===== config.mk =====
export PLATFORM = sky130hd
export DESIGN_NAME = prog_pulse_timer
export DESIGN_NICKNAME = d
export VERILOG_FILES = /design/src/rtl/timer_pkg.sv /design/src/rtl/phase_down_counter.sv /design/src/rtl/prog_pulse_timer.sv
export SDC_FILE = /design/constraint.sdc
export NUM_CORES = 1
export LEC_CHECK = 0
export BUFFER_PORTS_ARGS = -buffer_cell sky130_fd_sc_hd__buf_2
export CAP_MARGIN = 20
export CORE_AREA = 8 8 67 92
export CTS_BUF_LIST = sky130_fd_sc_hd__clkbuf_8
export DETAILED_ROUTE_END_ITERATION = 7
export DIE_AREA = 0 0 75 100
export GPL_ROUTABILITY_DRIVEN = 0
export PLACE_DENSITY = 0.72
export REMOVE_ABC_BUFFERS = 1
export SYNTH_ARGS = -nofsm -noshare
export SYNTH_HDL_FRONTEND = slang
export SYNTH_SLANG_ARGS = --single-unit

===== constraint.sdc =====
create_clock -name clk -period 3.4 [get_ports clk]
set_clock_uncertainty 0.2 [all_clocks]
set_input_delay 0.51 -clock clk [delete_from_list [all_inputs] [get_ports clk]]
set_output_delay 0.51 -clock clk [all_outputs]
set_load 0.005 [all_outputs]

===== src/rtl/timer_pkg.sv =====
// Shared constants and state type for the programmable pulse timer.
package timer_pkg;

  localparam logic MODE_ASTABLE = 1'b0;
  localparam logic MODE_MONO    = 1'b1;

  typedef enum logic [1:0] {
    IDLE = 2'd0,
    HIGH = 2'd1,
    LOW  = 2'd2
  } state_t;

endpackage


===== src/rtl/phase_down_counter.sv =====
// Loadable down-counter timing one HIGH or LOW phase; counts down to 1.
module phase_down_counter #(
  parameter int WIDTH = 16
) (
  input  logic             clk,
  input  logic             rst_n,
  input  logic             load,
  input  logic [WIDTH-1:0] load_val,
  input  logic             dec,
  output logic             last
);

  localparam logic [WIDTH-1:0] ONE = WIDTH'(1);

  logic [WIDTH-1:0] count_q;
  logic [WIDTH-1:0] count_d;

  // Next count: a load wins over decrement, and a zero length loads as one.
  always_comb begin
    count_d = count_q;
    if (load) begin
      count_d = (load_val == '0) ? ONE : load_val;
    end else if (dec && (count_q > ONE)) begin
      count_d = count_q - ONE;
    end
  end

  // Count register.
  always_ff @(posedge clk or negedge rst_n) begin
    if (!rst_n) begin
      count_q <= '0;
    end else begin
      count_q <= count_d;
    end
  end

  assign last = (count_q == ONE);

endmodule


===== src/rtl/prog_pulse_timer.sv =====
// Programmable astable / monostable pulse timer with done strobe and period counter.
module prog_pulse_timer #(
  parameter int WIDTH     = 16,
  parameter int CNT_W     = 8,
  parameter int RETRIGGER = 0
) (
  input  logic             clk,
  input  logic             reset,
  input  logic             enable,
  input  logic             mode,
  input  logic             trigger,
  input  logic [WIDTH-1:0] on_len,
  input  logic [WIDTH-1:0] off_len,
  output logic             pulse,
  output logic             busy,
  output logic             done,
  output logic [CNT_W-1:0] period_cnt
);

  import timer_pkg::*;

  state_t           state_q, state_d;
  logic             mode_q, mode_d;
  logic             trig_q;
  logic             pulse_q, pulse_d;
  logic             busy_q, busy_d;
  logic             done_q, done_d;
  logic [CNT_W-1:0] cnt_q, cnt_d;

  logic             trig_rise;
  logic             ld;
  logic [WIDTH-1:0] ld_val;
  logic             dec;
  logic             last;

  assign trig_rise = trigger & ~trig_q;

  phase_down_counter #(
    .WIDTH (WIDTH)
  ) u_phase (
    .clk      (clk),
    .rst_n    (reset),
    .load     (ld),
    .load_val (ld_val),
    .dec      (dec),
    .last     (last)
  );

  // Next-state, counter control and registered-output decode.
  always_comb begin
    state_d = state_q;
    mode_d  = (state_q == IDLE) ? mode : mode_q;
    ld      = 1'b0;
    ld_val  = on_len;
    dec     = 1'b0;
    done_d  = 1'b0;
    cnt_d   = cnt_q;

    case (state_q)
      IDLE: begin
        if (enable && ((mode == MODE_ASTABLE) || trig_rise)) begin
          state_d = HIGH;
          ld      = 1'b1;
          ld_val  = on_len;
        end
      end
      HIGH: begin
        // Abort outranks retrigger, which outranks the end of the phase.
        if (!enable) begin
          state_d = IDLE;
        end else if ((RETRIGGER != 0) && (mode_q == MODE_MONO) && trig_rise) begin
          ld     = 1'b1;
          ld_val = on_len;
        end else if (last) begin
          if (mode_q == MODE_MONO) begin
            state_d = IDLE;
            done_d  = 1'b1;
            cnt_d   = cnt_q + CNT_W'(1);
          end else begin
            state_d = LOW;
            ld      = 1'b1;
            ld_val  = off_len;
          end
        end else begin
          dec = 1'b1;
        end
      end
      LOW: begin
        if (!enable) begin
          state_d = IDLE;
        end else if (last) begin
          state_d = HIGH;
          ld      = 1'b1;
          ld_val  = on_len;
          done_d  = 1'b1;
          cnt_d   = cnt_q + CNT_W'(1);
        end else begin
          dec = 1'b1;
        end
      end
      default: state_d = IDLE;
    endcase

    pulse_d = (state_d == HIGH);
    busy_d  = (state_d != IDLE);
  end

  // State, latched mode, trigger history and output registers.
  always_ff @(posedge clk or negedge reset) begin
    if (!reset) begin
      state_q <= IDLE;
      mode_q  <= MODE_ASTABLE;
      trig_q  <= 1'b0;
      pulse_q <= 1'b0;
      busy_q  <= 1'b0;
      done_q  <= 1'b0;
      cnt_q   <= '0;
    end else begin
      state_q <= state_d;
      mode_q  <= mode_d;
      trig_q  <= trigger;
      pulse_q <= pulse_d;
      busy_q  <= busy_d;
      done_q  <= done_d;
      cnt_q   <= cnt_d;
    end
  end

  assign pulse      = pulse_q;
  assign busy       = busy_q;
  assign done       = done_q;
  assign period_cnt = cnt_q;

endmodule


======== After elaboration in Yosys (flattened, before gate mapping) ========
Index checks and enable logic that the tools add are counted.
word-level totals
  output and inout port bits .............. 11
  word-level logic and storage cells ...... 67
  register bits after elaboration ......... 31
  input bits .............................. 37
operators by class
  reduce and logical (&&, ||, !) cells .... 10
  bitwise gates (word level) .............. 3
  equal/unequal tests ..................... 9
  mux-type cells .......................... 34
  magnitude comparators ................... 1
  $add $sub $neg .......................... 2
operators with widths
  kind                   number
  $mux 16                7
  $mux 8                 5
  $eq 16x1->1 const B    1
  $gt 16x1->1 const B    1
  $logic_not 16->1       1
  $pmux 8 s2             1
  $sub 16x1->16 const B  1
  $mux 1                 12
  $mux 2                 6
  $ne 2x2->1 const B     5
  $add 8x1->8 const B    1
  $pmux 2 s3             1
  $reduce_and 6->1       1
  $reduce_bool 2->1      3
  $eq 2x1->1 const B     2
  $pmux 1 s3             1
  $eq 2x2->1 const B     1
  $logic_and 1x1->1      2
  $logic_not 2->1        1
  $not 1->1              2
  $pmux 1 s2             1
  $reduce_or 2->1        1
  $and 1x1->1            1
  $logic_or 1x1->1       1

======== Logic depth before layout (Yosys ltp) ========
Gate-level depths: netlist (run 1).
  word-level depth ........................ 7
  mapped depth ............................ 8
  mapped depth without buffers ............ 7

======== Modules after synthesis ========
From an unflattened synthesis (run 1), not the netlist that was laid out.
second synthesis, totals
  cell total of the unflattened synthesis .. 216
  area total of the unflattened synthesis .. 2130.8 um^2
modules (own cells, without submodules)
  module              area each (um^2)  cells an instance  instances  sequential area each (um^2)
  phase_down_counter  1153.6            130                1          400.4
  prog_pulse_timer    977.2             86                 1          375.4

======== Worst setup path after synthesis (run 1) ========
No wires, ideal clock.
  path type ............................... register to register
  start point ............................. reg u_phase.count_q[6]
  end point ............................... reg u_phase.count_q[3]
  path buffers ............................ 3
  cell stages (with the launch flop) ...... 9
  required time ........................... 3.061 ns
  clock period less this slack ............ 2.100 ns
  arrival time ............................ 1.761 ns
  setup time .............................. 0.139 ns
  path slack .............................. 1.300 ns
  cells stage by stage .................... dfrtp_1 > nor4_4 > and3_1 > buf_6 > and4_1 > buf_6 > buf_12 > mux2i_1 > a22oi_2
between the ends
  word-level cells in the longest chain between the ends .. 7
  elaborated cells on any way between the ends .. 18
  classes of those cells .................. order compare (1); eq/ne (1); mux (13); reduce/logical (3)
RTL lines
  item                    RTL line                  source
  start, declared         phase_down_counter.sv:15  logic [WIDTH-1:0] count_q;
  start signal, assigned  phase_down_counter.sv:33  count_q <= count_d;
  $eq 16x1->1             phase_down_counter.sv:37  assign last = (count_q == ONE);
  $mux 16                 prog_pulse_timer.sv:74    end else if (last) begin
  $mux 16                 prog_pulse_timer.sv:69    if (!enable) begin
  $mux 16                 n/a
  $logic_not 16->1        phase_down_counter.sv:22  count_d = (load_val == '0) ? ONE : load_val;
  $mux 16                 phase_down_counter.sv:22
  $mux 16                 phase_down_counter.sv:21  if (load) begin
Parallel ways exist; a longest one is shown, timed or not.
A chain may end at the register's enable or synchronous reset.

======== Worst setup path after layout (run 1) ========
  start point ............................. reg u_phase.count_q[10]
  end point ............................... reg u_phase.count_q[6]
Same word-level chain as after synthesis.

==> results.py, run 1 <==
metrics = {
    "status": {
        "status": "finished, final reports clean",
    },
    "clock_network": {
        "cts_root_buffer": "clkbuf_8",
        "clock_latency_ps": 280,
        "cts_tree": "built",
        "cts.sink_count": 31,
        "cts_buffers": 5,
        "htree_levels": 2,
        "postCtsSetupRepairBufs": 0,
        "clockBufferDepth": 2,
        "clk_pin_slew_worst_paths_ps": 70,
        "holdBufCountCts": 0,
        "cts_resized": 0,
    },
    "detailed_routing": {
        "wl_met3_um": 106,
        "wl_met1_um": 2040,
        "highest_layer": "met4",
        "vias": 1708,
        "first_pass_iters": 4,
        "post_drt_wl_per_cell_um": 15.6,
        "antenna_left": 0,
        "post-route-drc-count": 0,
        "viasPerCell": 5.47,
        "drt-total-wl_um": 4880,
        "wl_met2_um": 2640,
        "drt-initial-drc-count": 107,
    },
    "logic_synthesis": {
        "yosysWarnings": 0,
        "async_reset_ff_share_pct": 100,
        "ys_seq_area_share_pct": 37.3,
        "ys.flop_type": "dfrtp_1",
        "netlist_area_sq_um": 2080,
        "ys_ff_latch": 31,
        "synth_edf_count": 0,
        "syn_inst": 196,
        "yosysUniqueCellTypes": 42,
        "yosysTopAreaCell": "dfrtp_1",
        "yosysTopAreaCellShare_pct": 37.3,
        "avgSynthCellArea_sq_um": 10.6,
        "synth_area_leaders": "dfrtp_1 (37%), mux2i_1 (14%), xnor2_1 (5.5%)",
    },
    "placed_design": {
        "numPortBuffers": 47,
        "hpwl_um": 3860,
        "place_area_sq_um": 2370,
    },
    "global_routing": {
        "grt_antenna_before_repair": 0,
        "grt_overflow_total": 0,
        "grt_pass1_vias": 1759,
        "grt_first_pass_wirelength_um": 7940,
        "grt_usage_pct": 13.4,
        "grt_max_degree": 32,
    },
    "setup_path": {
        "critPathLaunchType": "flip-flop",
        "rr_startpoint": "u_phase.count_q[10]",
        "reg2reg_to": "u_phase.count_q[6]",
        "required_ps": 3350,
        "reg2reg_depth": 6,
        "critPathKind": "reg -> reg",
        "rrSetupSlack_ps": 570,
        "crit_path_end_kind": "flip-flop",
        "arrival_ps": 2780,
        "critPathMaxFanout": 13,
    },
    "finish": {
        "drive_gt1_share_pct": 28.6,
        "layout_commonest_cell": "buf_2",
        "mostFrequentLayoutCells": "buf_2 (47), dfrtp_1 (31), mux2i_1 (29)",
        "fill_cells": 444,
        "n_antenna_cell": 0,
        "multi_input_area_sq_um": 1240,
        "layout.nets": 291,
        "final_util_pct": 51.3,
        "area_delta_synth_final_pct": 17.6,
        "regArea_sq_um": 776,
        "design_area_sq_um": 2450,
    },
    "pwr": {
        "vdd_ir_drop_max_mv": 0.288,
        "power_uw": 1280,
        "power_leakage_uw": 0.00102,
        "powerDensity_nw_per_um2": 522,
    },
    "timing": {
        "fin_tns_setup_ps": 0,
        "slew_viol_final": 0,
        "period_needed_ps": 2830,
        "setup_viol": 0,
        "rsz0062_at_grt": "no",
        "hold_viol_final": 0,
        "tightestPinTransition_ps": 713,
        "relSlewSlack_pct": 52.5,
        "fmax_mhz": 353,
        "post-route-period-util_pct": 83.4,
    },
    "die": {
        "dieArea_sq_um": 7500,
        "start_util_pct": 43.6,
        "pin_count": 48,
        "core_region_area_sq_um": 4770,
        "rows": 30,
        "die_h_um": 100,
        "die_x_um": 75,
    },
    "worst_hold_path": {
        "hp-class": "in -> async",
    },
    "job": {
        "drv_cap": 0,
    },
}
==> synth_stat cells, drive strengths merged (2+ instances only) <==
| cell type | number |
|---|---|
| nor4 | 10 |
| nor2b | 3 |
| mux2i | 29 |
| dfrtp | 31 |
| nor2 | 9 |
| mux2 | 4 |
| nor3 | 7 |
| o41ai | 2 |
| xnor2 | 13 |
| a211oi | 2 |
| inv | 4 |
| a22oi | 5 |
| and3 | 4 |
| o211ai | 3 |
| a41oi | 2 |
| nand2 | 9 |
| buf | 5 |
| nand3 | 8 |
| nand4 | 3 |
| ha | 7 |
| a31oi | 2 |
| and2 | 2 |
| o21ai | 4 |
| xor2 | 2 |
| a21oi | 11 |
| and4 | 3 |
| o31ai | 3 |
==> area by class of cell <==
cell class / instances / share of cell area, %
Clock buffer: 5 / 2.81
Clock inverter: 3 / 0.511
Inverter: 4 / 0.613
Multi-Input combinational cell: 155 / 50.6
Sequential cell: 31 / 31.7
Tap cell: 64 / 3.27
Timing Repair Buffer: 50 / 10.5
==> where the power goes <==
group | leakage, uW | switching, uW | internal, uW
combinational | 0.000587 | 207 | 201
clock | 0.0000505 | 131 | 137
sequential | 0.000383 | 129 | 472
total | 0.00102 | 468 | 811
==> critical path, cell delays in order, from the launching register on <==
cell     delay, ps
dfrtp_1        430
nor3_1         340
and3_1         420
and4_1         730
buf_4          280
mux2i_1        210
mux2i_1         90
==> metrics by stage <==
stage / hold slack (ps) / setup WS, ps / cells
floorplan: 14.4 / 528 / 190
global placement: 264 / 669 / 304
detailed placement: 268 / 577 / 304
CTS: 89.3 / 580 / 312
global route: 132 / 420 / 312
finish: 73.9 / 566 / 312
==> layer usage <==
metal / vias to the layer above / GRT usage [%]
met4: 0 / 6.36
met1: 829 / 15.0
met3: 10 / 2.50
li1: 844 / -
met2: 25 / 23.2
met5: - / 0
==> state kept, by name (all words and copies together), names as in the netlist <==
name	count
busy	1
done	1
mode_q	1
period_cnt	8
pulse	1
state_q	2
trig_q	1
u_phase.count_q	16
==> worst max-delay path by stage <==
stage                         from             endpoint  slack (ps)
6_report       u_phase.count_q[10]   u_phase.count_q[6]         570
5_1_grt        u_phase.count_q[10]   u_phase.count_q[6]         420
4_1_cts        u_phase.count_q[10]   u_phase.count_q[6]         580
3_5_place_dp   u_phase.count_q[10]   u_phase.count_q[6]         580
3_3_place_gp   u_phase.count_q[10]  u_phase.count_q[14]         670
2_1_floorplan  u_phase.count_q[15]  u_phase.count_q[11]         530
==> cell families after synthesis <==
logic type	count (synthesis)	synth area share, %
xor gates and xnor gates	15	6.31
DFF	31	37.3
and+or+nand+nor	60	17.7
muxes	33	16.1
buffers and inverters	10	3.67
adders and majority gates	7	4.21
AOI/OAI and AO/OA	40	14.7
Note: power is estimated with default switching activity, not from simulation.
==> run 2: changes to the inputs <==
==> constraint.sdc (replaced) <==
create_clock -name clk -period 2.8 [get_ports clk]
set_clock_uncertainty 0.2 [all_clocks]
set_input_delay 0.42 -clock clk [delete_from_list [all_inputs] [get_ports clk]]
set_output_delay 0.42 -clock clk [all_outputs]
set_load 0.005 [all_outputs]
==> run 2 against run 1 <==
  * Combinational power grew 21%
  * Die area is the same
  * Critical path type unchanged
  * Via count grew 2.5%
  * Sequential power grew 22%
  * Critical endpoint is now u_phase.count_q[7]
  * Non-clock buffer count grew 1
  * Largest power group unchanged
  * Fmax grew 21%
  * Global-route usage grew 0.62 points
  * Largest cell class unchanged
  * Total power grew 32%
  * Setup slack lost 110 ps
==> results.py, run 2 (synthesis results as in run 1) <==
metrics = {
    "status": {
        "status": "finished, final reports clean",
    },
    "clock_network": {
        "cts_root_buffer": "clkbuf_8",
        "cts.sink_count": 31,
        "clk_pin_slew_worst_paths_ps": 70,
        "cts_buffers": 5,
        "cts_resized": 0,
        "clockBufferDepth": 2,
        "htree_levels": 2,
        "cts_tree": "built",
        "clock_latency_ps": 280,
    },
    "setup_path": {
        "slowest_delay_ps": 420,
        "crit_family": "simple AND/OR/NAND/NOR gates",
        "rr_startpoint": "u_phase.count_q[15]",
        "required_ps": 2810,
        "critPathMaxFanout": 21,
        "crit_path_end_kind": "flip-flop",
        "arrival_ps": 2350,
        "cp_slowest_cell": "dfrtp_1",
        "rrSetupSlack_ps": 460,
        "setup.worst_path.start": "u_phase.count_q[15]",
        "cp_cell_sequence": "nor3_4, nand3_1, o31ai_4, buf_4, a21oi_1, a22oi_2",
        "critPathKind": "reg -> reg",
        "cp_num_buf_inv": 1,
        "critPathLaunchType": "flip-flop",
    },
    "timing": {
        "period_needed_ps": 2340,
        "rsz0062_at_grt": "no",
        "post-route-period-util_pct": 83.7,
        "hold_slack_ps": 52.9,
        "relSlewSlack_pct": 53.9,
        "fin_tns_setup_ps": 0,
        "setup_viol": 0,
        "fmax_mhz": 427,
        "slew_viol_final": 0,
        "hold_viol_final": 0,
        "tightestPinTransition_ps": 691,
    },
    "job": {
        "drv_cap": 0,
    },
    "finish": {
        "multi_input_area_sq_um": 1240,
        "area_delta_synth_final_pct": 19.8,
        "fill_cells": 452,
        "top_register": "u_phase.count_q",
        "drive_gt1_share_pct": 29.3,
        "stdcell_count": 313,
        "n_antenna_cell": 0,
        "layout_commonest_cell": "buf_2",
        "regArea_sq_um": 776,
        "layout.nets": 292,
        "design_area_sq_um": 2490,
        "mostFrequentLayoutCells": "buf_2 (47), dfrtp_1 (31), mux2i_1 (29)",
        "largest_register_ffs": 16,
    },
    "detailed_routing": {
        "antenna_left": 0,
        "viasPerCell": 5.59,
        "vias": 1750,
        "first_pass_iters": 4,
        "drt-total-wl_um": 4970,
        "drt-initial-drc-count": 62,
        "post_drt_wl_per_cell_um": 15.9,
        "post-route-drc-count": 0,
    },
    "die": {
        "dieArea_sq_um": 7500,
        "core_region_area_sq_um": 4770,
        "start_util_pct": 43.6,
        "pin_count": 48,
        "die_h_um": 100,
        "rows": 30,
        "die_x_um": 75,
    },
    "pwr": {
        "power_leakage_uw": 0.00103,
        "vdd_ir_drop_max_mv": 0.548,
        "powerDensity_nw_per_um2": 675,
    },
    "placed_design": {
        "placed_cells": 304,
        "numPortBuffers": 47,
        "hpwl_um": 3870,
        "place_area_sq_um": 2370,
    },
    "global_routing": {
        "grt_antenna_before_repair": 0,
        "grt_max_degree": 32,
        "grt_overflow_total": 0,
        "grt_pass1_vias": 1846,
        "grt_first_pass_wirelength_um": 8320,
        "grt_usage_pct": 14.0,
    },
    "worst_hold_path": {
        "min_from": "trigger",
        "hp-class": "in -> reg",
    },
}
[run 2: changes by cell type in the layout (fill, tap and decap cells not counted), sizes merged]
cell and delta:
inv -2, bufinv +1, clkbuf +1, dlygate4sd3 +1
[run 2: where the power goes]
part	switching [uW]	internal (uW)
clock	169	288
sequential	160	573
combinational	254	239
total	583	1100
[run 2: final timing paths]
kind,to,cells after the start
max,u_phase.count_q[7],6
max in group asynchronous,u_phase.count_q[0],2
min,trig_q,1
min reg2reg,period_cnt[7],1
max reg2reg,u_phase.count_q[7],6
min in group asynchronous,period_cnt[3],2
[run 2: repair_timing]
item,CTS,global route
endpoints found under the hold margin,10,0
setup buffers,0,0
hold buffers,1,0
[run 2: cell type report]
type	count	share of cell area (%)
inverters	4	0.602
repair buffers	51	10.7
flip-flops and latches	31	31.1
multi-input cells	155	49.6
clock buffers	6	3.31
well taps	64	3.21
clock inverters	2	1.40
[run 2: metrics by stage]
| stage | setup WS, ps | total power (uW) | util [%] |
|---|---|---|---|
| finish | 457 | 1680 | 52.3 |
| global route | 275 | 1790 | 52.3 |
| CTS | 445 | 1690 | 52.3 |
| detailed placement | 451 | 1230 | 49.6 |
| global placement | 465 | 1220 | 49.6 |
| floorplan | -71.7 | 1080 | - |
[run 2: layer usage]
layer / vias up / GRT usage, % / part of all wire [%]
met5: - / 0 / 0
met4: 0 / 5.45 / 1.7
met3: 6 / 2.40 / 3.3
met2: 40 / 25.8 / 58
met1: 855 / 14.9 / 37
li1: 849 / - / -
